**config.mk**
```make
export PLATFORM = sky130hd
export DESIGN_NAME = ecg_adc_spi_sampler_axis
export DESIGN_NICKNAME = d
export VERILOG_FILES = /design/src/rtl/ecg_adc_spi_sampler_axis.sv
export SDC_FILE = /design/constraint.sdc
export NUM_CORES = 1
export LEC_CHECK = 0
export ABC_CLOCK_PERIOD_IN_PS = 3000
export CAP_MARGIN = 10
export CORE_ASPECT_RATIO = 0.8
export CORE_UTILIZATION = 45
export CTS_BUF_LIST = sky130_fd_sc_hd__clkbuf_8 sky130_fd_sc_hd__clkbuf_16
export DETAILED_ROUTE_END_ITERATION = 7
export GPL_TIMING_DRIVEN = 0
export PLACE_DENSITY = 0.7
export SETUP_SLACK_MARGIN = 0.4
export SYNTH_ARGS = -nofsm -noshare
export SYNTH_HDL_FRONTEND = slang
export SYNTH_SLANG_ARGS = --single-unit
```
**constraint.sdc**
```tcl
create_clock -name clk -period 3 [get_ports clk]
set_input_delay 0.45 -clock clk [delete_from_list [all_inputs] [get_ports clk]]
set_output_delay 0.45 -clock clk [all_outputs]
set_load 0.005 [all_outputs]
```
**src/rtl/ecg_adc_spi_sampler_axis.sv**
```systemverilog
// ecg_adc_spi_sampler_axis: paced MCP3202 SPI conversions delivered as signed samples on an AXI4-Stream master
module ecg_adc_spi_sampler_axis #(
    parameter int inout_width   = 16,
    parameter int adc_width     = 12,
    parameter int clk_div       = 50,
    parameter int sample_period = 200000,
    parameter int adc_channel   = 0
) (
    input  logic                   clk,
    input  logic                   rst_n,
    output logic [inout_width-1:0] m_axis_tdata,
    output logic                   m_axis_tvalid,
    input  logic                   m_axis_tready,
    output logic                   spi_cs_n,
    output logic                   spi_sclk,
    output logic                   spi_mosi,
    input  logic                   spi_miso,
    output logic                   overrun
);
    localparam int CW = $clog2(sample_period);
    localparam int DW = $clog2(2 * clk_div + 1);

    typedef enum logic [2:0] {IDLE, CS_SETUP, SHIFT, CS_HOLD, DONE} state_t;

    state_t                 r_state;
    logic [CW-1:0]          r_cnt;
    logic [DW-1:0]          r_div;
    logic [4:0]             r_bit;
    logic [adc_width-1:0]   r_shift;
    logic                   w_tick;
    logic                   w_half_end;
    logic                   w_bit_end;
    logic [inout_width-1:0] w_sample;

    assign w_tick     = r_cnt == CW'(sample_period - 1);
    assign w_half_end = r_div == DW'(clk_div - 1);
    assign w_bit_end  = r_div == DW'(2 * clk_div - 1);
    // Offset-binary to two's complement is an MSB flip; then left-justify into the output width.
    assign w_sample   = {~r_shift[adc_width-1], r_shift[adc_width-2:0], {(inout_width-adc_width){1'b0}}};

    // Command word: start, single-ended, channel select, MSB-first, then zeros.
    function automatic logic mosi_bit(input logic [4:0] b);
        return (b == 5'd0) || (b == 5'd1) || (b == 5'd3) || (b == 5'd2 && adc_channel != 0);
    endfunction

    // Free-running sample pacer; wraps on the tick.
    always_ff @(posedge clk or negedge rst_n) begin
        if (!rst_n) r_cnt <= '0;
        else        r_cnt <= w_tick ? '0 : r_cnt + 1'b1;
    end

    // SPI frame sequencer with registered SPI/AXIS outputs and the load/drop decision.
    always_ff @(posedge clk or negedge rst_n) begin
        if (!rst_n) begin
            r_state       <= IDLE;
            r_div         <= '0;
            r_bit         <= '0;
            r_shift       <= '0;
            spi_cs_n      <= 1'b1;
            spi_sclk      <= 1'b0;
            spi_mosi      <= 1'b0;
            m_axis_tvalid <= 1'b0;
            m_axis_tdata  <= '0;
            overrun       <= 1'b0;
        end else begin
            overrun <= 1'b0;
            if (m_axis_tvalid && m_axis_tready) m_axis_tvalid <= 1'b0;
            case (r_state)
                IDLE: if (w_tick) begin
                    r_state  <= CS_SETUP;
                    spi_cs_n <= 1'b0;
                    r_div    <= '0;
                end
                CS_SETUP: if (w_half_end) begin
                    r_state  <= SHIFT;
                    r_div    <= '0;
                    r_bit    <= '0;
                    spi_mosi <= mosi_bit(5'd0);
                end else r_div <= r_div + 1'b1;
                SHIFT: begin
                    r_div <= r_div + 1'b1;
                    if (w_half_end) begin
                        spi_sclk <= 1'b1;
                        r_shift  <= {r_shift[adc_width-2:0], spi_miso};
                    end
                    if (w_bit_end) begin
                        r_div    <= '0;
                        spi_sclk <= 1'b0;
                        if (r_bit == 5'd16) begin
                            r_state  <= CS_HOLD;
                            spi_mosi <= 1'b0;
                        end else begin
                            r_bit    <= r_bit + 5'd1;
                            spi_mosi <= mosi_bit(r_bit + 5'd1);
                        end
                    end
                end
                CS_HOLD: if (w_half_end) begin
                    r_state  <= DONE;
                    spi_cs_n <= 1'b1;
                end else r_div <= r_div + 1'b1;
                DONE: begin
                    r_state <= IDLE;
                    if (!m_axis_tvalid || m_axis_tready) begin
                        m_axis_tdata  <= w_sample;
                        m_axis_tvalid <= 1'b1;
                    end else overrun <= 1'b1;
                end
                default: r_state <= IDLE;
            endcase
        end
    end
endmodule

```
==> Yosys cells after proc, flatten, opt, wreduce, memory -nomap -nowiden <==
Index checks and enable logic that the tools add are counted.
{ "totals": {"ff_bits": 62, "ramBits": 0, "word_cells": 79, "latchBits": 0, "mem_bits_ro": 0, "inputBits": 4, "mem_count": 0, "output_inout_bits": 21} }
{ "op_classes": {"mul": 0, "n_reduce_logical": 19, "order_cmp": 0, "n_eq_ne": 17, "mux": 28, "bitwise": 1, "addsub": 3, "n_div": 0, "shift": 0} }
{ "ops": {"columns": ["operator", "count"], "rows": [
  ["$mux 7", 4],
  ["$pmux 7 s4", 1],
  ["$add 18x1->18 const B", 1],
  ["$eq 18x18->1 const B", 1],
  ["$mux 18", 1],
  ["$mux 3", 5],
  ["$mux 5", 3],
  ["$ne 2x2->1 const B", 7],
  ["$pmux 3 s4", 1],
  ["$mux 1", 10],
  ["$pmux 5 s2", 1],
  ["$reduce_and 3->1", 3],
  ["$add 7x1->7 const B", 1],
  ["$eq 7x6->1 const B", 1],
  ["$eq 7x7->1 const B", 1],
  ["$eq 3x2->1 const B", 2],
  ["$reduce_and 2->1", 3],
  ["$reduce_bool 2->1", 3],
  ["$add 5x1->5 const B", 1],
  ["$eq 5x1->1 const B", 1],
  ["$eq 5x2->1 const B", 1],
  ["$eq 5x5->1 const B", 1],
  ["$logic_not 5->1", 1],
  ["$reduce_and 5->1", 1],
  ["10 further kinds", 13]
]} }

==> Depth between registers and ports, before layout <==
{ "depth": {"depth_word": 7, "ltp_mapped": 8, "ltp_nobuf": 7} }

==> Least setup slack after synthesis <==
Ideal clock, no wire load.
{ "synth_path": {"kind": "register to register", "from": "register r_div[2]", "to": "register r_bit[4]", "stages_incl_launch_ff": 6, "arrival_time_ps": 2230, "path_slack_ps": 642, "synth_period_minus_slack_ps": 2358, "setup_time_ps": 128, "required_time_ps": 2872, "path_buffers": 0, "path_cell_list": "dfrtp_1 > or3b_4 > or3_4 > or4b_4 > a21oi_4 > mux2_1"} }
{ "synth_via": {"elab_chain_len": 3, "word_cells_on_any_way": 5, "cone_classes": "eq/ne (4); reduce/logical (1)"} }
{ "synth_lines": {"columns": ["item", "line_no", "rtl"], "rows": [
  ["start: declaration", "27", "logic [DW-1:0] r_div;"],
  ["start signal: assignment", "79", "end else r_div <= r_div + 1'b1;"],
  ["start signal: assignment", "81", "r_div <= r_div + 1'b1;"],
  ["start signal: assignment", "101", "end else r_div <= r_div + 1'b1;"],
  ["$eq 7x7->1 or $eq 7x6->1 (tied branches)", "37, 36", null],
  ["$ne 2x2->1 (no line)", null, null],
  ["$reduce_and 4->1 (no line) *", null, null],
  ["end signal: assignment", "93", "r_bit <= r_bit + 5'd1;"],
  ["end: declaration", "28", "logic [4:0] r_bit;"]
]} }
Every way passes the cells marked *; elsewhere a longest branch is shown, timed or not.
A chain may end at the register's enable or synchronous reset.

==> Worst setup path in the final report <==
Ends and elaborated chain as after synthesis.

==> results.txt <==
* Path type of the worst setup path: register to register
- Level count of the clock H-tree: 3
- Placement row count: 25
- Count of hold-fix buffers inserted at cts: 0
- The total count of max-transition violations in the final report is 0.
* HPWL after detailed placement: 3.74 mm
- Counting tap cells, the placed design contains a total of about 360 instances.
- Detail Route Antenna Nets: 0
- For this run, the register share of the synthesized area comes to 0.531.
- During placement, the flow inserted port buffers numbering 20.
- The slowest stage of the critical path belongs to the cell sky130_fd_sc_hd__or4b_4.
- Post-synthesis register bit count: 62
- Synthesis instantiated 51 different standard cells from the library.
* CP Data Arrival Time: 2.72 ns
* Final Util: 0.578
- CTS tree: yes
- After global routing the overflow that remains totals 0.
- Of the total power, the clock network draws 0.532.
- Dominant cell type by area after synthesis: sky130_fd_sc_hd__dfrtp_1
- For this configuration, the core starts out at a cell density of 0.480.
- Pin count of the biggest net entering global routing: 34
- In this run the tightest slew margin relative to its limit is 0.541.
* Clock Sinks: 62
* Global-route usage over all layers: 0.173
- PwrDens: 523 nW/um2
* Share of flip-flops with an asynchronous set or reset: 1.00
- Of the total power, combinational logic draws 0.014.
* DIE AREA: 6830 um2
* Via count of the first global-routing pass: 1869
- In the finished design, the share of the clock period the worst path needs comes to 0.833.
- Share of Yosys cell area claimed by the top area cell type: 0.522
- In the final routed layout, each cell accounts on average for 14.0 um.
- Leak pwr: about 1.7 nW
- Antenna violations before repair: 0
- Worst Skew: 0.00646 ns
- Average instance area after synthesis: approximately 12 um2
* Drt first pass iters: 4
- Shortest clock period the worst path allows after layout: 2.50 ns
- Setup repair after global routing left no endpoint under its margin.
- Buffer depth of the longest clock path: 2
- NetSw: 0.359 mW
- Number of I/O pins: 25
- Internal power comes to 1.48 mW.
* Total via count in the routed design: 1956
- DRC violation total after the first TritonRoute iteration: 63
- At the pin with the least slew margin, the transition time is 0.688 ns.
* Required arrival time at the worst endpoint: 3.22 ns
- The worst setup path is launched from a register.
- Total wire length after detailed routing: 5.25 mm
- The first global-routing pass estimated ~9 mm of wire.
* Final net count: 300
* PostCTS Resize Cnt: 0
- The flow ran to the end, and the final reports show no timing, DRC or antenna violations.
* Top area cells in the synthesized netlist: sky130_fd_sc_hd__dfrtp_1 (52%), sky130_fd_sc_hd__mux2_2 (9.2%), sky130_fd_sc_hd__xor2_1 (3.6%)
- Traced cell by cell, the critical path runs through or3b_4 > or3_4 > or4b_4 > a21oi_4 > mux2_1.
- Clock insertion delay at the later pin of the skew report: 0.34 ns
* Worst ir drop on vdd: 294 uV
* Max-cap check violation count: 0
* Clock-pin slew reported for the worst setup and hold paths after clock tree synthesis: 0.07 ns
- From synthesis to final layout, the design area changed by 20.4%.
* Diode count: 0
- Mapped Cells: 254
- The die is 92.2 um wide.
* Maximum cell stage delay along the critical path: 0.51 ns
- Post-synthesis cell area: 2930 um2
- The share of total power dissipated in sequential elements is 0.453.
* Standard cell core area: 6100 um2
- Final number of hold-violating endpoints: 0
- Chip height: ~74 um
* Number of warnings issued by yosys: 0
- Post-CTS timing repair inserted 0 buffers for setup.
- For this run, the leading register cell type out of synthesis is sky130_fd_sc_hd__dfrtp_1.
- Derived from the worst setup path, the maximum achievable clock frequency is around 400 MHz.
- Clock Root Buffer: sky130_fd_sc_hd__clkbuf_8
- Last weighted congestion value of the routability-driven placer: 0.806
- After detailed routing, the number of remaining DRC violations is 0.
- Per-cell via count in the routed design: 5.22
- Setup-failing EPs final: 0
- Share of post-route cells with drive strength above 1: 0.180
- Critical Path End Type: register
- Number of enable flip-flop cells after synthesis: 0
* TritonCTS Buffers: 9
- Worst hold path class: primary input to asynchronous set/reset pin
* Switching Fraction: 0.195
* Crit path max fanout: 7
- The finished layout holds 375 standard cells, fillers aside.
[registers in the layout (all words and copies together), names as in the netlist, 3 cells and up]
name / count
r_state: 3
m_axis_tdata: 12
r_div: 7
r_bit: 5
r_cnt: 18
r_shift: 12
[worst max-delay path: cells and delay by family (launching register included)]
| family | cells | cell delay, ns |
|---|---|---|
| simple gates | 3 | 1.35 |
| compound gates | 1 | 0.25 |
| mux | 1 | 0.34 |
| flops | 1 | 0.44 |
[synth_stat cells (all sizes together) (4+ instances only)]
cell	count
a21oi	6
and3	7
and4	4
buf	5
clkbuf	6
dfrtp	61
ha	7
mux2	25
nand2	17
nand2b	4
nand3	14
nor2	19
nor2b	5
nor3	7
o21ai	4
xnor2	6
xor2	12
[cell families after synthesis]
logic type / share of synthesized area
AND/OR/NAND/NOR: 0.182
flip-flops: 0.531
AO/OA/AOI/OAI: 0.0723
multiplexers: 0.106
XOR/XNOR: 0.0539
buffers and inverters: 0.0235
adder cells (fa/ha/maj): 0.0299
other: 0.00128
[cells in the final DEF, fill, tap and decap left out, types with 7 or more instances in the layout]
| cell | n |
|---|---|
| sky130_fd_sc_hd__mux2_2 | 24 |
| sky130_fd_sc_hd__nand3_1 | 14 |
| sky130_fd_sc_hd__and3_1 | 7 |
| sky130_fd_sc_hd__nand2_1 | 17 |
| sky130_fd_sc_hd__clkbuf_8 | 9 |
| sky130_fd_sc_hd__nor2_1 | 19 |
| sky130_fd_sc_hd__xor2_1 | 12 |
| sky130_fd_sc_hd__clkdlybuf4s50_1 | 19 |
| sky130_fd_sc_hd__nor3_1 | 7 |
| sky130_fd_sc_hd__dfrtp_1 | 61 |
| sky130_fd_sc_hd__ha_1 | 7 |
[final timing paths]
path                                           endpoint  cells past startpoint                    start  slack, ns
setup / recovery                   r_bit[4]$_DFFE_PN0P_                      5     r_div[2]$_DFFE_PN0P_       0.50
hold / removal                     spi_mosi$_DFFE_PN0P_                      1                    rst_n       0.16
setup reg to reg                   r_bit[4]$_DFFE_PN0P_                      5     r_div[2]$_DFFE_PN0P_       0.50
min in group clk           m_axis_tdata[15]$_DFFE_PN0P_                      1  r_shift[11]$_DFFE_PN0P_       0.47
max in group asynchronous            r_cnt[3]$_DFF_PN0_                      2                    rst_n       2.24
hold reg to reg            m_axis_tdata[15]$_DFFE_PN0P_                      1  r_shift[11]$_DFFE_PN0P_       0.47
[power groups by stage]
stage / combinational [mW] / clock, mW / sequential (mW)
4_1_cts: 0.0281 / 1.00 / 0.835
6_report: 0.0264 / 0.981 / 0.835
2_1_floorplan: 0.00507 / 0 / 0.852
5_1_grt: 0.0312 / 1.04 / 0.835
3_3_place_gp: 0.0257 / 0 / 0.852
3_5_place_dp: 0.0282 / 0 / 0.852
[layout make-up]
type | count | area (um2)
multi-input cells | 181 | 1320
plain buffers | 11 | 57.6
clock inverters | 7 | 146
inverters | 3 | 11.3
fillers | 511 | 2570
flip-flops and latches | 62 | 1550
repair buffers | 21 | 215
well taps | 81 | 101
clock buffers | 9 | 124
[per-layer routing]
metal	part of all wire	GRT usage
met2	0.46	0.261
met5	0	0
met4	0.0025	0.0417
met1	0.49	0.229
met3	0.046	0.0787
[metrics by stage]
step                power (mW)  hold WS [ns]  setup TNS, ns  area [um2]  setup WS, ns
CTS                       1.86         0.170              0        3520         0.513
floorplan                0.857         0.154              0        2940         0.642
global route              1.90         0.196              0        3520         0.431
global placement         0.878         0.449         -33.12        3240        -0.547
finish                    1.84         0.156              0        3520         0.502
detailed placement       0.880         0.462              0        3250         0.530
(Power assumes the default switching activity.)
==> edit: new RTL, same settings <==
Reset style: synchronous (`rst_n`), changed in 2 clocked blocks.
--- a/src/rtl/ecg_adc_spi_sampler_axis.sv
+++ b/src/rtl/ecg_adc_spi_sampler_axis.sv
@@ -44,13 +44,13 @@
     endfunction
 
     // Free-running sample pacer; wraps on the tick.
-    always_ff @(posedge clk or negedge rst_n) begin
+    always_ff @(posedge clk) begin
         if (!rst_n) r_cnt <= '0;
         else        r_cnt <= w_tick ? '0 : r_cnt + 1'b1;
     end
 
     // SPI frame sequencer with registered SPI/AXIS outputs and the load/drop decision.
-    always_ff @(posedge clk or negedge rst_n) begin
+    always_ff @(posedge clk) begin
         if (!rst_n) begin
             r_state       <= IDLE;
             r_div         <= '0;
Function: same outputs for any inputs over 10 cycles, from zero or initial values and one cycle with rst_n low; that may be too few to reach the edited logic, so the function may still have changed.
==> edit against the unedited design <==
  * Wire length grew 7.9%
  * Worst setup slack better by 460 ps
  * Non-clock buffer count rose by 6
  * Synthesized area shrank 5.3%
  * Hold slack gained 280 ps
  * Synthesized cell count increased by 33%
  * Global-route usage up 1.9 points
  * Sequential cell count did not move
  * Design area is 6.0% lower
  * Sequential share of layout area shrank 6.6 points
  * Utilization decreased by 1.8 points
  * Largest cell class is now multi-input gates
  * Highest routed layer unchanged
Power is not compared: it rests on default switching activity, and its combinational part moved more than twofold at a synthesized area within 25%.
==> edit: results (changes against the unedited design) <==
WL per Instance: 12.4 microns (-11%)
Inverters: 11 (+8)
Synth cell types: 48 (-5.9%)
Via count of the first global-routing pass: 2121 (+13%)
Largest net degree at the start of global routing: 11 (-68%)
Fill cell count: 537 (+5.1%)
Top post-synthesis cells by count: 62 x dfxtp_1, 61 x nand2_1, 41 x nor2_1
Seq/Total Area, Yosys: 44.8% (-8.3 points)
Non-clk buf share: 8.69% (+0.95 points)
Multi-input logic portion of the cell area: 42.4% (+5.0 points)
CTS Buf Count: 9 (unchanged)
HPWL after DPL: 4.03 mm (+7.7%)
Multi-In Gates: 250 (+38%)
Signal buffers: 38 (+19%)
Post-Syn Area: 0.00277 sq mm (-5.3%)
Routed length on met2: 2.50 mm (+3.7%)
Syn Inst Count: 339 (+33%)
CLK BUF: 10 (+1)
First-pass GRT wire length: 9.82 mm (+9.5%)
GRT Util Overall: 19.1% (+1.9 points)
Nets: 383 (+28%)
Synth area leaders: dfxtp_1 45%, nand2_1 8.3%, a21oi_1 5.8%
Crit-path slowest cell: dfxtp_1
GP Congestion: 0.783 (-2.8%)
Crit-path max FO: 5 (-2)
Via Count: 2343 (+20%)
Delay-heaviest family, CP: compound AO/OA/AOI/OAI gates
Post-DP Area: 0.00308 sq mm (-5.5%)
Layout area overhead: 19.4%
PortBufs: 19 (-5.0%)
Crit-path max cell delay: 410 ps (-100 ps)
Relative slew slack: 51.4% (-2.8 points)
Layout clock area frac: 7.14% (-0.53 points)
Met1 Usage GRT: 25.5% (+2.6 points)
GRT met3 Usage: 7.65% (-0.22 points)
Initial DRC Count: 93 (+48%)
Outcome: completed
Layout cells sized above 1: 7.71% (-10 points)
Worst clock skew: 7.52 ps (+1.06 ps)
Average vias per placed instance: 5.13 (-1.7%)
Async SR Flop Fraction: 0% (-100 points)
==> edit: cell count changes in the layout (fill, tap and decap cells not counted), sizes merged, moves of 22 or more <==
cell	unedited run	this run
dfxtp	0	62
dfrtp	61	0
nand2	17	61
a21oi	6	32
mux2	25	0
nor2	19	41
==> edit: kinds of logic (layout without fill, tap and decap cells) <==
kind of cell | count (synthesis) | after routing | share of synthesized area, %
compound gates | 57 | 57 | 12.4
xor+xnor | 19 | 19 | 6.00
fa+ha+maj | 7 | 7 | 3.16
buf+inv | 30 | 64 | 5.01
flops | 62 | 62 | 44.8
mux | 1 | 1 | 0.361
other cells | 1 | 4 | 0.135
simple gates | 162 | 162 | 28.2
==> edit: worst paths after layout <==
kind | startpoint | to | slack (ps)
setup / recovery | r_div[0] | r_div[5] | 960
hold / removal | r_shift[11] | m_axis_tdata[15] | 440
hold reg to reg | r_shift[11] | m_axis_tdata[15] | 440
setup reg to reg | r_div[0] | r_div[5] | 960
